`src/rtl/i2s_pkg.sv`:
```
// Shared register map, bit positions and helpers for the multi-channel I2S register file.
package i2s_pkg;

  // Byte offsets of the CSRs; only address bits [7:2] select a register.
  localparam logic [7:0] ADDR_CTRL0        = 8'h00;
  localparam logic [7:0] ADDR_STAT0        = 8'h04;
  localparam logic [7:0] ADDR_FIFO_LOW     = 8'h08;
  localparam logic [7:0] ADDR_FIFO_LEVEL   = 8'h0C;
  localparam logic [7:0] ADDR_IRQ_STAT     = 8'h10;
  localparam logic [7:0] ADDR_UNDERRUN_CNT = 8'h14;
  localparam logic [7:0] AUDIO_CH_BASE     = 8'h40;

  // CTRL0 bit positions.
  localparam int CTRL_W               = 6;
  localparam int CTRL_SWRST           = 0;
  localparam int CTRL_DAC_MODE        = 1;
  localparam int CTRL_DAC_EN          = 2;
  localparam int CTRL_I2S_EN          = 3;
  localparam int CTRL_IRQ_EN_LOW      = 4;
  localparam int CTRL_IRQ_EN_UNDERRUN = 5;

  // IRQ_STAT bit positions.
  localparam int IRQ_W        = 2;
  localparam int IRQ_LOW      = 0;
  localparam int IRQ_UNDERRUN = 1;

  localparam int CNT_W      = 16;
  localparam int COMMIT_BIT = 31;

  // Replace the bytes of old_val whose byte enable is set.
  function automatic logic [31:0] byte_merge(input logic [31:0] old_val,
                                             input logic [31:0] new_val,
                                             input logic [3:0]  sel);
    logic [31:0] res;
    res = old_val;
    for (int b = 0; b < 4; b++) begin
      if (sel[b]) res[8*b +: 8] = new_val[8*b +: 8];
    end
    return res;
  endfunction

endpackage

```
`src/rtl/i2s_wb_regfile_mc_if.sv`:
```
// Wishbone classic-pipelined slave bus bundle (with stall) for the I2S register file.
interface i2s_wb_regfile_mc_if;
  logic [3:0]  wb_sel_i;
  logic [31:0] wb_dat_i;
  logic [31:0] wb_adr_i;
  logic        wb_stb_i;
  logic        wb_we_i;
  logic [31:0] wb_dat_o;
  logic        wb_ack_o;
  logic        wb_stall_o;

  modport master (
    output wb_sel_i, wb_dat_i, wb_adr_i, wb_stb_i, wb_we_i,
    input  wb_dat_o, wb_ack_o, wb_stall_o
  );

  modport slave (
    input  wb_sel_i, wb_dat_i, wb_adr_i, wb_stb_i, wb_we_i,
    output wb_dat_o, wb_ack_o, wb_stall_o
  );
endinterface

```
`src/rtl/i2s_sample_stage.sv`:
```
// Per-channel sample staging registers and the committed output frame with valid/ready.
module i2s_sample_stage #(
  parameter int NUM_CH   = 2,
  parameter int SAMPLE_W = 24
) (
  input  logic                       clk,
  input  logic                       rst,
  input  logic                       swrst,
  input  logic                       wr_en,
  input  logic [2:0]                 wr_ch,
  input  logic [31:0]                wr_data,
  input  logic [3:0]                 wr_sel,
  input  logic                       commit,
  input  logic                       audio_ready,
  output logic [NUM_CH*SAMPLE_W-1:0] audio_data,
  output logic                       audio_valid
);
  import i2s_pkg::*;

  logic [SAMPLE_W-1:0]        stage_q   [NUM_CH];
  logic [SAMPLE_W-1:0]        stage_nxt [NUM_CH];
  logic [NUM_CH*SAMPLE_W-1:0] frame_nxt;

  // Byte-merge a bus write into one sample; bits above SAMPLE_W are dropped.
  function automatic logic [SAMPLE_W-1:0] merge_sample(input logic [SAMPLE_W-1:0] old_s,
                                                       input logic [31:0]         dat,
                                                       input logic [3:0]          sel);
    logic [31:0] m;
    m = byte_merge({{(32-SAMPLE_W){1'b0}}, old_s}, dat, sel);
    return m[SAMPLE_W-1:0];
  endfunction

  // Next staging contents; the committed frame includes the committing write's own bytes.
  always_comb begin
    frame_nxt = '0;
    for (int c = 0; c < NUM_CH; c++) begin
      stage_nxt[c] = (wr_en && wr_ch == 3'(c)) ? merge_sample(stage_q[c], wr_data, wr_sel)
                                                : stage_q[c];
      frame_nxt[c*SAMPLE_W +: SAMPLE_W] = stage_nxt[c];
    end
  end

  // Staging registers; software reset keeps them cleared every cycle.
  always_ff @(posedge clk) begin
    for (int c = 0; c < NUM_CH; c++) begin
      stage_q[c] <= (rst || swrst) ? '0 : stage_nxt[c];
    end
  end

  // Output frame: loads on commit, held stable until the FIFO takes it.
  always_ff @(posedge clk) begin
    if (rst) begin
      audio_data  <= '0;
      audio_valid <= 1'b0;
    end else if (swrst) begin
      audio_valid <= 1'b0;
    end else if (commit) begin
      audio_data  <= frame_nxt;
      audio_valid <= 1'b1;
    end else if (audio_valid && audio_ready) begin
      audio_valid <= 1'b0;
    end
  end

endmodule

```
`src/rtl/i2s_wb_regfile_mc.sv`:
```
// Wishbone register file for the multi-channel audio IP: CSRs, sticky IRQs, underrun counter.
module i2s_wb_regfile_mc #(
  parameter int NUM_CH        = 2,
  parameter int SAMPLE_W      = 24,
  parameter int FIFO_LEN_BITS = 4
) (
  input  logic                       clk,
  input  logic                       rst,
  i2s_wb_regfile_mc_if.slave         wb,
  output logic [NUM_CH*SAMPLE_W-1:0] audio_data,
  output logic                       audio_valid,
  input  logic                       audio_ready,
  input  logic                       fifo_full,
  input  logic                       fifo_empty,
  input  logic                       fifo_low,
  input  logic [FIFO_LEN_BITS:0]     fifo_level,
  input  logic                       underrun_i,
  output logic [FIFO_LEN_BITS:0]     fifo_threshold,
  output logic                       dac_mode,
  output logic                       dac_enable,
  output logic                       i2s_enable,
  output logic                       software_rst,
  output logic                       irq
);
  import i2s_pkg::*;

  localparam int                 LVL_W    = FIFO_LEN_BITS + 1;
  localparam logic [3:0]         NUM_CH_L = 4'(NUM_CH);
  localparam logic [CNT_W-1:0]   CNT_ONE  = {{(CNT_W-1){1'b0}}, 1'b1};

  logic [7:0]        addr;
  logic [5:0]        word;
  logic              is_audio;
  logic              commit_req;
  logic              stall;
  logic              accept;
  logic              wr_acc;
  logic              rd_acc;
  logic [CTRL_W-1:0] ctrl0;
  logic [IRQ_W-1:0]  irq_stat;
  logic [IRQ_W-1:0]  irq_clr;
  logic [CNT_W-1:0]  underrun_cnt;
  logic              fifo_low_p1;
  logic              low_event;
  logic [31:0]       rdata;
  logic [31:0]       thr_merged;
  logic              unused_ok;

  // Saturating increment for the underrun counter.
  function automatic logic [CNT_W-1:0] sat_inc(input logic [CNT_W-1:0] v);
    return (&v) ? v : v + CNT_ONE;
  endfunction

  assign addr       = wb.wb_adr_i[7:0];
  assign word       = addr[7:2];
  assign is_audio   = (addr[7:6] == AUDIO_CH_BASE[7:6]) && (addr[5:2] < NUM_CH_L);
  assign commit_req = wb.wb_stb_i && wb.wb_we_i && is_audio
                      && wb.wb_sel_i[3] && wb.wb_dat_i[COMMIT_BIT];
  // Only a commit that would overwrite a frame the FIFO has not yet taken must wait.
  assign stall      = commit_req && audio_valid && !audio_ready;
  assign accept     = wb.wb_stb_i && !stall;
  assign wr_acc     = accept && wb.wb_we_i;
  assign rd_acc     = accept && !wb.wb_we_i;
  assign wb.wb_stall_o = stall;

  assign low_event  = fifo_low && !fifo_low_p1;
  assign irq_clr    = (wr_acc && word == ADDR_IRQ_STAT[7:2] && wb.wb_sel_i[0])
                      ? wb.wb_dat_i[IRQ_W-1:0] : '0;
  assign thr_merged = byte_merge({{(32-LVL_W){1'b0}}, fifo_threshold}, wb.wb_dat_i, wb.wb_sel_i);

  assign software_rst = ctrl0[CTRL_SWRST];
  assign dac_mode     = ctrl0[CTRL_DAC_MODE];
  assign dac_enable   = ctrl0[CTRL_DAC_EN];
  assign i2s_enable   = ctrl0[CTRL_I2S_EN];

  assign unused_ok = ^{wb.wb_adr_i[31:8], addr[1:0]};

  i2s_sample_stage #(
    .NUM_CH   (NUM_CH),
    .SAMPLE_W (SAMPLE_W)
  ) u_stage (
    .clk         (clk),
    .rst         (rst),
    .swrst       (ctrl0[CTRL_SWRST]),
    .wr_en       (wr_acc && is_audio),
    .wr_ch       (addr[4:2]),
    .wr_data     (wb.wb_dat_i),
    .wr_sel      (wb.wb_sel_i),
    .commit      (accept && commit_req),
    .audio_ready (audio_ready),
    .audio_data  (audio_data),
    .audio_valid (audio_valid)
  );

  // Writable CSRs; RO and unmapped offsets are silently ignored.
  always_ff @(posedge clk) begin
    if (rst) begin
      ctrl0          <= '0;
      fifo_threshold <= '0;
    end else if (wr_acc) begin
      if (word == ADDR_CTRL0[7:2] && wb.wb_sel_i[0]) ctrl0 <= wb.wb_dat_i[CTRL_W-1:0];
      if (word == ADDR_FIFO_LOW[7:2]) fifo_threshold <= thr_merged[LVL_W-1:0];
    end
  end

  // Sticky event flags and underrun counter; a new event beats a same-cycle clear.
  always_ff @(posedge clk) begin
    if (rst) begin
      fifo_low_p1  <= 1'b0;
      irq_stat     <= '0;
      underrun_cnt <= '0;
    end else begin
      fifo_low_p1             <= fifo_low;
      irq_stat[IRQ_LOW]       <= low_event  || (irq_stat[IRQ_LOW] && !irq_clr[IRQ_LOW]);
      irq_stat[IRQ_UNDERRUN]  <= underrun_i || (irq_stat[IRQ_UNDERRUN] && !irq_clr[IRQ_UNDERRUN]);
      if (underrun_i)
        underrun_cnt <= irq_clr[IRQ_UNDERRUN] ? CNT_ONE : sat_inc(underrun_cnt);
      else if (irq_clr[IRQ_UNDERRUN])
        underrun_cnt <= '0;
    end
  end

  // Registered interrupt line from enabled status bits.
  always_ff @(posedge clk) begin
    if (rst) irq <= 1'b0;
    else     irq <= |(irq_stat & ctrl0[CTRL_IRQ_EN_UNDERRUN:CTRL_IRQ_EN_LOW]);
  end

  // Read data selection.
  always_comb begin
    rdata = '0;
    case (word)
      ADDR_CTRL0[7:2]:        rdata[CTRL_W-1:0] = ctrl0;
      ADDR_STAT0[7:2]:        rdata[3:0]        = {audio_valid, fifo_full, fifo_empty, fifo_low};
      ADDR_FIFO_LOW[7:2]:     rdata[LVL_W-1:0]  = fifo_threshold;
      ADDR_FIFO_LEVEL[7:2]:   rdata[LVL_W-1:0]  = fifo_level;
      ADDR_IRQ_STAT[7:2]:     rdata[IRQ_W-1:0]  = irq_stat;
      ADDR_UNDERRUN_CNT[7:2]: rdata[CNT_W-1:0]  = underrun_cnt;
      default:                rdata = '0;
    endcase
  end

  // Bus response: ack and read data one cycle after acceptance.
  always_ff @(posedge clk) begin
    if (rst) begin
      wb.wb_ack_o <= 1'b0;
      wb.wb_dat_o <= '0;
    end else begin
      wb.wb_ack_o <= accept;
      wb.wb_dat_o <= rd_acc ? rdata : '0;
    end
  end

endmodule

```
`src/flat_wrapper.sv`:
```
// flat-port wrapper written by rule: the top's interface ports become plain ports
module i2s_wb_regfile_mc_flat import i2s_pkg::*;
#(
  parameter int NUM_CH        = 2,
  parameter int SAMPLE_W      = 24,
  parameter int FIFO_LEN_BITS = 4
)
  (clk, rst, audio_data, audio_valid, audio_ready, fifo_full, fifo_empty, fifo_low, fifo_level, underrun_i, fifo_threshold, dac_mode, dac_enable, i2s_enable, software_rst, irq, wb_wb_sel_i, wb_wb_dat_i, wb_wb_adr_i, wb_wb_stb_i, wb_wb_we_i, wb_wb_dat_o, wb_wb_ack_o, wb_wb_stall_o);
  i2s_wb_regfile_mc_if wb_i ();
  input  logic clk;
  input  logic rst;
  output logic [NUM_CH*SAMPLE_W-1:0] audio_data;
  output logic audio_valid;
  input  logic audio_ready;
  input  logic fifo_full;
  input  logic fifo_empty;
  input  logic fifo_low;
  input  logic [FIFO_LEN_BITS:0] fifo_level;
  input  logic underrun_i;
  output logic [FIFO_LEN_BITS:0] fifo_threshold;
  output logic dac_mode;
  output logic dac_enable;
  output logic i2s_enable;
  output logic software_rst;
  output logic irq;
  input wire logic [$bits(wb_i.wb_sel_i)-1:0] wb_wb_sel_i;
  input wire logic [$bits(wb_i.wb_dat_i)-1:0] wb_wb_dat_i;
  input wire logic [$bits(wb_i.wb_adr_i)-1:0] wb_wb_adr_i;
  input wire logic [$bits(wb_i.wb_stb_i)-1:0] wb_wb_stb_i;
  input wire logic [$bits(wb_i.wb_we_i)-1:0] wb_wb_we_i;
  output wire logic [$bits(wb_i.wb_dat_o)-1:0] wb_wb_dat_o;
  output wire logic [$bits(wb_i.wb_ack_o)-1:0] wb_wb_ack_o;
  output wire logic [$bits(wb_i.wb_stall_o)-1:0] wb_wb_stall_o;
  assign wb_i.wb_sel_i = wb_wb_sel_i;
  assign wb_i.wb_dat_i = wb_wb_dat_i;
  assign wb_i.wb_adr_i = wb_wb_adr_i;
  assign wb_i.wb_stb_i = wb_wb_stb_i;
  assign wb_i.wb_we_i = wb_wb_we_i;
  assign wb_wb_dat_o = wb_i.wb_dat_o;
  assign wb_wb_ack_o = wb_i.wb_ack_o;
  assign wb_wb_stall_o = wb_i.wb_stall_o;
  i2s_wb_regfile_mc #(.NUM_CH(NUM_CH), .SAMPLE_W(SAMPLE_W), .FIFO_LEN_BITS(FIFO_LEN_BITS)) u_core (.clk(clk), .rst(rst), .wb(wb_i), .audio_data(audio_data), .audio_valid(audio_valid), .audio_ready(audio_ready), .fifo_full(fifo_full), .fifo_empty(fifo_empty), .fifo_low(fifo_low), .fifo_level(fifo_level), .underrun_i(underrun_i), .fifo_threshold(fifo_threshold), .dac_mode(dac_mode), .dac_enable(dac_enable), .i2s_enable(i2s_enable), .software_rst(software_rst), .irq(irq));
endmodule
```
`config.mk`:
```
export PLATFORM = sky130hd
export DESIGN_NAME = i2s_wb_regfile_mc_flat
export DESIGN_NICKNAME = d
export VERILOG_FILES = /design/src/rtl/i2s_pkg.sv /design/src/rtl/i2s_wb_regfile_mc_if.sv /design/src/rtl/i2s_sample_stage.sv /design/src/rtl/i2s_wb_regfile_mc.sv /design/src/flat_wrapper.sv
export SDC_FILE = /design/constraint.sdc
export NUM_CORES = 1
export LEC_CHECK = 0
export ABC_AREA = 0
export BUFFER_PORTS_ARGS = -buffer_cell sky130_fd_sc_hd__buf_4
export CORE_ASPECT_RATIO = 0.6
export CORE_UTILIZATION = 55
export DETAILED_ROUTE_END_ITERATION = 10
export PLACE_DENSITY = 0.83
export SLEW_MARGIN = 10
export SYNTH_ARGS = -nofsm -noshare
export SYNTH_HDL_FRONTEND = slang
export SYNTH_HIERARCHICAL = 1
export SYNTH_SLANG_ARGS = --single-unit
```
`constraint.sdc`:
```
create_clock -name clk -period 5.1 [get_ports clk]
set_clock_uncertainty 0.2 [all_clocks]
set_input_delay 1.02 -clock clk [delete_from_list [all_inputs] [get_ports clk]]
set_output_delay 1.02 -clock clk [all_outputs]
set_load 0.03 [all_outputs]
```
======== After elaboration in Yosys (flattened, before gate mapping) ========
Memory sizes are Yosys's and may differ from the RTL's.
Cells that the tools add are included.
word-level totals
  memories ................................ 1
  register bits ........................... 113
  output and inout port bits .............. 93
  RAM bits ................................ 48
memory list
  memory                  depth  bits a word  read ports  clocked after memory_dff  write ports  line                    source
  u_core.u_stage.stage_q  2      24           2           0                         2            i2s_sample_stage.sv:20  logic [SAMPLE_W-1:0] stage_q [NUM_CH];
operators by class
  muxes and demuxes ....................... 21
  add/sub/neg operators ................... 1
  bitwise logic cells ..................... 4
  equal/unequal tests ..................... 8
  $lt $le $gt $ge ......................... 1
  reductions and logical operators ........ 43
operators by type and width
  operator                                                     count
  2-to-1 mux 24 bit                                            4
  2-to-1 mux 16 bit                                            4
  2-to-1 mux 8 bit                                             6
  logical AND 1 bit                                            21
  adder 16 x 1 -> 16 bit (second input constant)               1
  AND reduction 16 bit                                         1
  == test 6 x 2 -> 1 bit (second input constant)               2
  == test 6 x 3 -> 1 bit (second input constant)               2
  case mux 2 bit (6 select lines)                              1
  case mux 2 bit (5 select lines)                              1
  == test 6 x 1 -> 1 bit (second input constant)               1
  zero test 1 bit                                              6
  zero test 6 bit                                              1
  AND reduction 2 bit                                          3
  OR reduction 2 bit                                           3
  less-than comparator 4 x 2 -> 1 bit (second input constant)  1
  case mux 1 bit (4 select lines)                              1
  nonzero test 2 bit                                           2
  == test 3 x 1 -> 1 bit (second input constant)               1
  zero test 3 bit                                              1
  logical OR 1 bit                                             3
  NOT 1 bit                                                    3
  AND reduction 3 bit                                          1
  OR reduction 3 bit                                           1
  other kinds (6)                                              7

======== Logic depth before layout (Yosys ltp) ========
  word-level depth ........................ 16
  gate-level depth with buffers ........... 9
  mapped depth without buffers ............ 6

======== Cells and area by module ========
The synthesis kept the hierarchy.
by module, submodules not included
  module             cells an instance  area an instance (um2)  instances
  i2s_sample_stage   389                3588.4                  1
  i2s_wb_regfile_mc  246                2301.0                  1

======== Worst setup path after synthesis ========
Ideal clock, no wire load.
  path type ............................... input port to output port
  start point ............................. in wb_wb_adr_i[3]
  end point ............................... out wb_wb_stall_o
  arrival ................................. 1.979 ns
  stages .................................. 4
  required time ........................... 3.880 ns
  setup slack ............................. 1.901 ns
  buffers on the path ..................... 1
  cells stage by stage .................... buf_2 -> nor3b_1 -> nand4_1 -> nor2_1
between the ends
  word-level cells in the longest chain between the ends .. 7
ends and longest elaborated chain
  item                                 line                     source
  start: declaration                   flat_wrapper.sv:28       input wire logic [$bits(wb_i.wb_adr_i)-1:0] wb_wb_adr_i;
  less-than comparator 4 x 2 -> 1 bit  i2s_wb_regfile_mc.sv:56  assign is_audio = (addr[7:6] == AUDIO_CH_BASE[7:6]) && (addr[5:2] < NUM_CH_L);
  logical AND 1 bit                    i2s_wb_regfile_mc.sv:56
  logical AND 1 bit                    i2s_wb_regfile_mc.sv:57  assign commit_req = wb.wb_stb_i && wb.wb_we_i && is_audio
  logical AND 1 bit (2 in series)      i2s_wb_regfile_mc.sv:58  && wb.wb_sel_i[3] && wb.wb_dat_i[COMMIT_BIT];
  logical AND 1 bit (2 in series)      i2s_wb_regfile_mc.sv:60  assign stall = commit_req && audio_valid && !audio_ready;
  end: declaration                     flat_wrapper.sv:33       output wire logic [$bits(wb_i.wb_stall_o)-1:0] wb_wb_stall_o;
No other way between the ends.

======== Worst setup path in the final report ========
  start point ............................. in wb_wb_adr_i[3]
  end point ............................... reg u_core.u_stage.audio_data[43]
between the ends
  word-level cells in the longest chain between the ends .. 13
  elaborated cells between the ends (all ways) .. 16
  classes of those cells .................. order compare (1); eq/ne (1); mux (1); reduce/logical (13)
ends and longest elaborated chain
  item                                 line                     source
  less-than comparator 4 x 2 -> 1 bit  i2s_wb_regfile_mc.sv:56
  logical AND 1 bit                    i2s_wb_regfile_mc.sv:56
  logical AND 1 bit                    i2s_wb_regfile_mc.sv:57
  logical AND 1 bit (2 in series)      i2s_wb_regfile_mc.sv:58
  logical AND 1 bit (2 in series)      i2s_wb_regfile_mc.sv:60
  zero test 1 bit                      i2s_wb_regfile_mc.sv:61  assign accept = wb.wb_stb_i && !stall;
  logical AND 1 bit                    i2s_wb_regfile_mc.sv:61
  logical AND 1 bit                    i2s_wb_regfile_mc.sv:62  assign wr_acc = accept && wb.wb_we_i;
  logical AND 1 bit                    i2s_wb_regfile_mc.sv:85  .wr_en (wr_acc && is_audio),
  logical AND 1 bit                    i2s_sample_stage.sv:37   stage_nxt[c] = (wr_en && wr_ch == 3'(c)) ? merge_sample(stage_q[c], wr_data, wr_sel)
  2-to-1 mux 24 bit                    i2s_sample_stage.sv:37
  end signal: assignment               i2s_sample_stage.sv:58   audio_data <= frame_nxt;
  end: declaration                     i2s_sample_stage.sv:15   output logic [NUM_CH*SAMPLE_W-1:0] audio_data,
Parallel ways exist; a longest one is shown, timed or not.
A chain may end at the register's enable or synchronous reset.

==> results by group <==
GRT
  – Number of global-route vias before repair: 4834
  – Total global routing track utilization: 28.3%
  – Remaining global-route overflow: 0
  – Initial antenna violation count: 0
  – First-pass GRT wire length: 24100 um
  – Pin count of the biggest net entering global routing: 97

Logic synthesis
  – Number of instances in the synthesized netlist: 635
  – Average size of a mapped cell: 9.27 um^2
  – Syn Std Cell Area: 5890 um^2
  – Post-synth EDFFs: 0
  – Number of distinct library cell variants in the gate-level netlist after synthesis: 56
  – Share of flip-flops with an asynchronous set or reset after synthesis: 0%
  – YS warnings: 6
  – Prevailing post-synth register cell: dfxtp_1
  – Number of synthesized register bits: 145
  – Share of the yosys chip area belonging to registers: 49.3%

CTS
  – Inserted Clock Buffers: 17
  – Post-CTS setup repair buffer count: 0
  – Worst skew pair latency: 0.41 ns
  – Clock Tree Root: clkbuf_16
  – H-tree lvl count: 4
  – Clk sink count: 145
  – Post-cts repair resize count: 0
  – TritonCTS clock tree: yes
  – Clock-pin slew on the worst setup and hold paths: 0.06 ns
  – Hold_buf cts: 0
  – Largest buffer count on any clock path: 2

Place
  – Gpl congestion: 0.884
  – Worst Setup Slack post-DPL: 1.38 ns
  – Placed cell area: 6710 um^2
  – Total half-perimeter wirelength after legalization and detailed placement: 10000 um
  – PortBufs: 125
  – Cell count after placement: 845

Critical path
  – Critical path data arrival time: 3.46 ns
  – FF-to-FF path depth: 6
  – Cells along the critical path: buf_4 > nor3b_1 > nand4_1 > nor2b_1 > nand4bb_2 > o21ai_0 > a311oi_1
  – Endpoint of the worst register-to-register path: u_core/u_stage/audio_data[43]$_SDFFE_PP0P_
  – CP max-delay cell: o21ai_0
  – Worst path max stage delay: 0.67 ns
  – Setup crit end kind: flop
  – Worst EP required: 5.13 ns
  – WS Path Type: in -> reg
  – Source of the worst register-to-register timing path: u_core/u_stage/audio_valid$_SDFFE_PP0P_
  – Crit start category: primary input
  – Critical-path maximum fanout: 24
  – Reg-to-reg setup timing slack: 2.35 ns

Routing
  – Initial DRT Pass Iterations: 5
  – Number of DRC violations after detailed-routing iteration 0: 502
  – Count of unresolved DRC violations after routing: 0
  – Via count: 5397
  – Final routed wire length divided by cell count: 17.9 um
  – Via-per-instance ratio: 6.15
  – Number of routed nets with antenna violations: 0
  – Total routed wirelength: 15700 um

Cells and area
  – Final cell area excluding filler cells: 7310 um^2
  – Multi-input gate area: 2660 um^2
  – Utilization of the core after routing: 72.2%
  – Layout overhead on the synthesized area: 24.1%
  – Number of nets in the layout: 812
  – Antenna diode instance count: 0
  – Number of cells in the finished layout apart from fillers: 877
  – Layout cells sized above 1: 25.5%
  – Area of all sequential standard cells: 2900 um^2
  – Number of fill cells: 743

Hold path
  – Hold wc startpoint: u_core/u_stage/stage_q[0][16]$_SDFF_PP0_
  – Worst hold path type: reg -> reg
  – End point of the most critical hold path: u_core/u_stage/stage_q[0][16]$_SDFF_PP0_
  – Instance count along the most critical hold path: 2

Floorplan
  – Starting density of the core: 58.2%
  – Die area: 11100 um^2
  – Die outline height: 82.2 um
  – Width of the die: 136 um
  – I/O pin count: 175
  – Core region area: 10100 um^2
  – Core Rows: 28

Outcome
  – Outcome: complete, no violations

Timing
  – Worst slew pin tran: 1.07 ns
  – Max frequency: 292 MHz
  – Fraction of the cycle the final worst path needs: 67.2%
  – Max-slew headroom at the worst pin: 28.5%
  – Setup WS post-layout: 1.67 ns
  – RSZ-0062 raised after global routing: no
  – Final setup viols: 0
  – Post-Route Setup TNS: 0 ns
  – Minimum period implied by the final worst setup slack: 3.43 ns
  – Final number of max-transition violations: 0
  – Hold Vio Cnt, Final: 0

Power
  – Leakage component of the power: 2.71 nW
  – Worst voltage drop across the vdd grid: 277 uV
  – PD cells: 345 nW/um^2

Job
  – Max cap viols: 0
## metrics by stage
step	hold slack (ns)	power (mW)
after floorplan	0.240	1.24
after global placement	0.245	1.28
after detailed placement	0.255	1.28
after CTS	0.263	2.52
after global routing	0.282	2.59
final	0.263	2.52
## how the worst max path moves through the flow
stage	to	depth (start not counted)	start	slack [ns]
after global placement	u_core/u_stage/audio_data[43]$_SDFFE_PP0P_	8	wb_wb_adr_i[3]	1.59
final	u_core/u_stage/audio_data[43]$_SDFFE_PP0P_	7	wb_wb_adr_i[3]	1.67
after CTS	u_core/u_stage/audio_data[43]$_SDFFE_PP0P_	7	wb_wb_adr_i[3]	1.79
after detailed placement	u_core/u_stage/audio_data[13]$_SDFFE_PP0P_	8	wb_wb_adr_i[3]	1.38
after floorplan	wb_wb_stall_o	4	wb_wb_adr_i[3]	1.90
after global routing	u_core/u_stage/audio_data[8]$_SDFFE_PP0P_	8	wb_wb_adr_i[3]	1.56
## state kept, by name (all words and copies together) (netlist names)
register	flops
u_core/wb.wb_dat_o	16
u_core/u_stage/stage_q	48
u_core/irq_stat	2
u_core/fifo_threshold	5
u_core/irq	1
u_core/fifo_low_p1	1
u_core/ctrl0	6
u_core/u_stage/audio_valid	1
u_core/u_stage/audio_data	48
u_core/underrun_cnt	16
u_core/wb.wb_ack_o	1
## Yosys cell counts, drive strengths merged, types with 2 or more instances
cell / count / area, um^2
a22oi: 3 / 22.5
a21oi: 70 / 354
o31ai: 3 / 22.5
clkbuf: 30 / 114
or4: 2 / 18.8
nor2: 72 / 270
nor4: 4 / 46.3
nand4: 10 / 90.1
and4b: 2 / 20.0
and3: 3 / 21.3
or3: 8 / 51.3
inv: 7 / 26.3
or3b: 2 / 17.5
o21ai: 57 / 323
nand3: 57 / 285
and2: 9 / 56.3
o41ai: 2 / 36.3
nor2b: 6 / 37.5
a311oi: 48 / 420
mux4: 4 / 90.1
buf: 37 / 250
nand2: 15 / 56.3
and4: 4 / 41.3
mux2i: 13 / 130
nor3b: 3 / 22.5
nor3: 7 / 35.0
dfxtp: 145 / 2900
## worst max-delay path: cells and delay by family
| family | cells | cell delay (ns) |
|---|---|---|
| buffers and inverters | 1 | 0.18 |
| AND/OR/NAND/NOR | 4 | 1.39 |
| AO/OA/AOI/OAI | 2 | 0.85 |
## cells by family after synthesis
logic type | count (synthesis) | synth area share [%]
DFF | 145 | 49.3
and+or+nand+nor | 211 | 19.7
buffers and inverters | 74 | 6.63
muxes | 17 | 3.74
other | 1 | 0.0637
adders and majority gates | 1 | 0.212
AOI/OAI and AO/OA | 186 | 20.4
## final cells by class
cell class	count	share of cell area, %
flip-flops and latches	145	39.7
clock buffers	23	6.40
clock inverters	9	1.80
multi-input cells	431	36.4
repair buffers	127	13.0
well taps	135	2.31
inverters	7	0.359
## routing by layer
metal | GRT usage, % | part of all wire, % | vias up
met5 | 0 | 0 | -
met3 | 6.96 | 9.5 | 32
met2 | 44.6 | 46 | 296
met1 | 36.8 | 43 | 2569
li1 | - | - | 2500
met4 | 13.6 | 2.1 | 0
## where the power goes
part	switching [mW]	internal, mW	leakage [nW]
registers	0.00423	1.14	1.17
logic	0.0809	0.0390	1.26
clock network	0.464	0.794	0.283
total	0.549	1.97	2.71
## cells in the final DEF (no fill, tap or decap), types with 2 or more instances in the layout
cell type and instances:
clkinv_2 2, and4_4 2, or3_1 7, nand4_2 2, or3b_1 2, nor4_1 2
a311oi_1 48, and3_2 2, inv_1 7, a22oi_1 3, o21ai_1 16, nand3_1 57
nor3_1 7, mux4_2 4, o31ai_1 3, o21ai_2 10, dfxtp_1 145, a21oi_1 69
conb_1 16, o21ai_0 31, nor2_1 72, bufinv_16 3, clkbuf_16 17, mux2i_1 13
buf_4 127, nor2b_1 5, nand4_1 7, and4b_1 2, and2_1 9, clkinvlp_4 3
clkbuf_1 4, nand2_1 15, clkbuf_8 2, nor3b_1 3
Note: power is estimated with default switching activity, not from simulation.
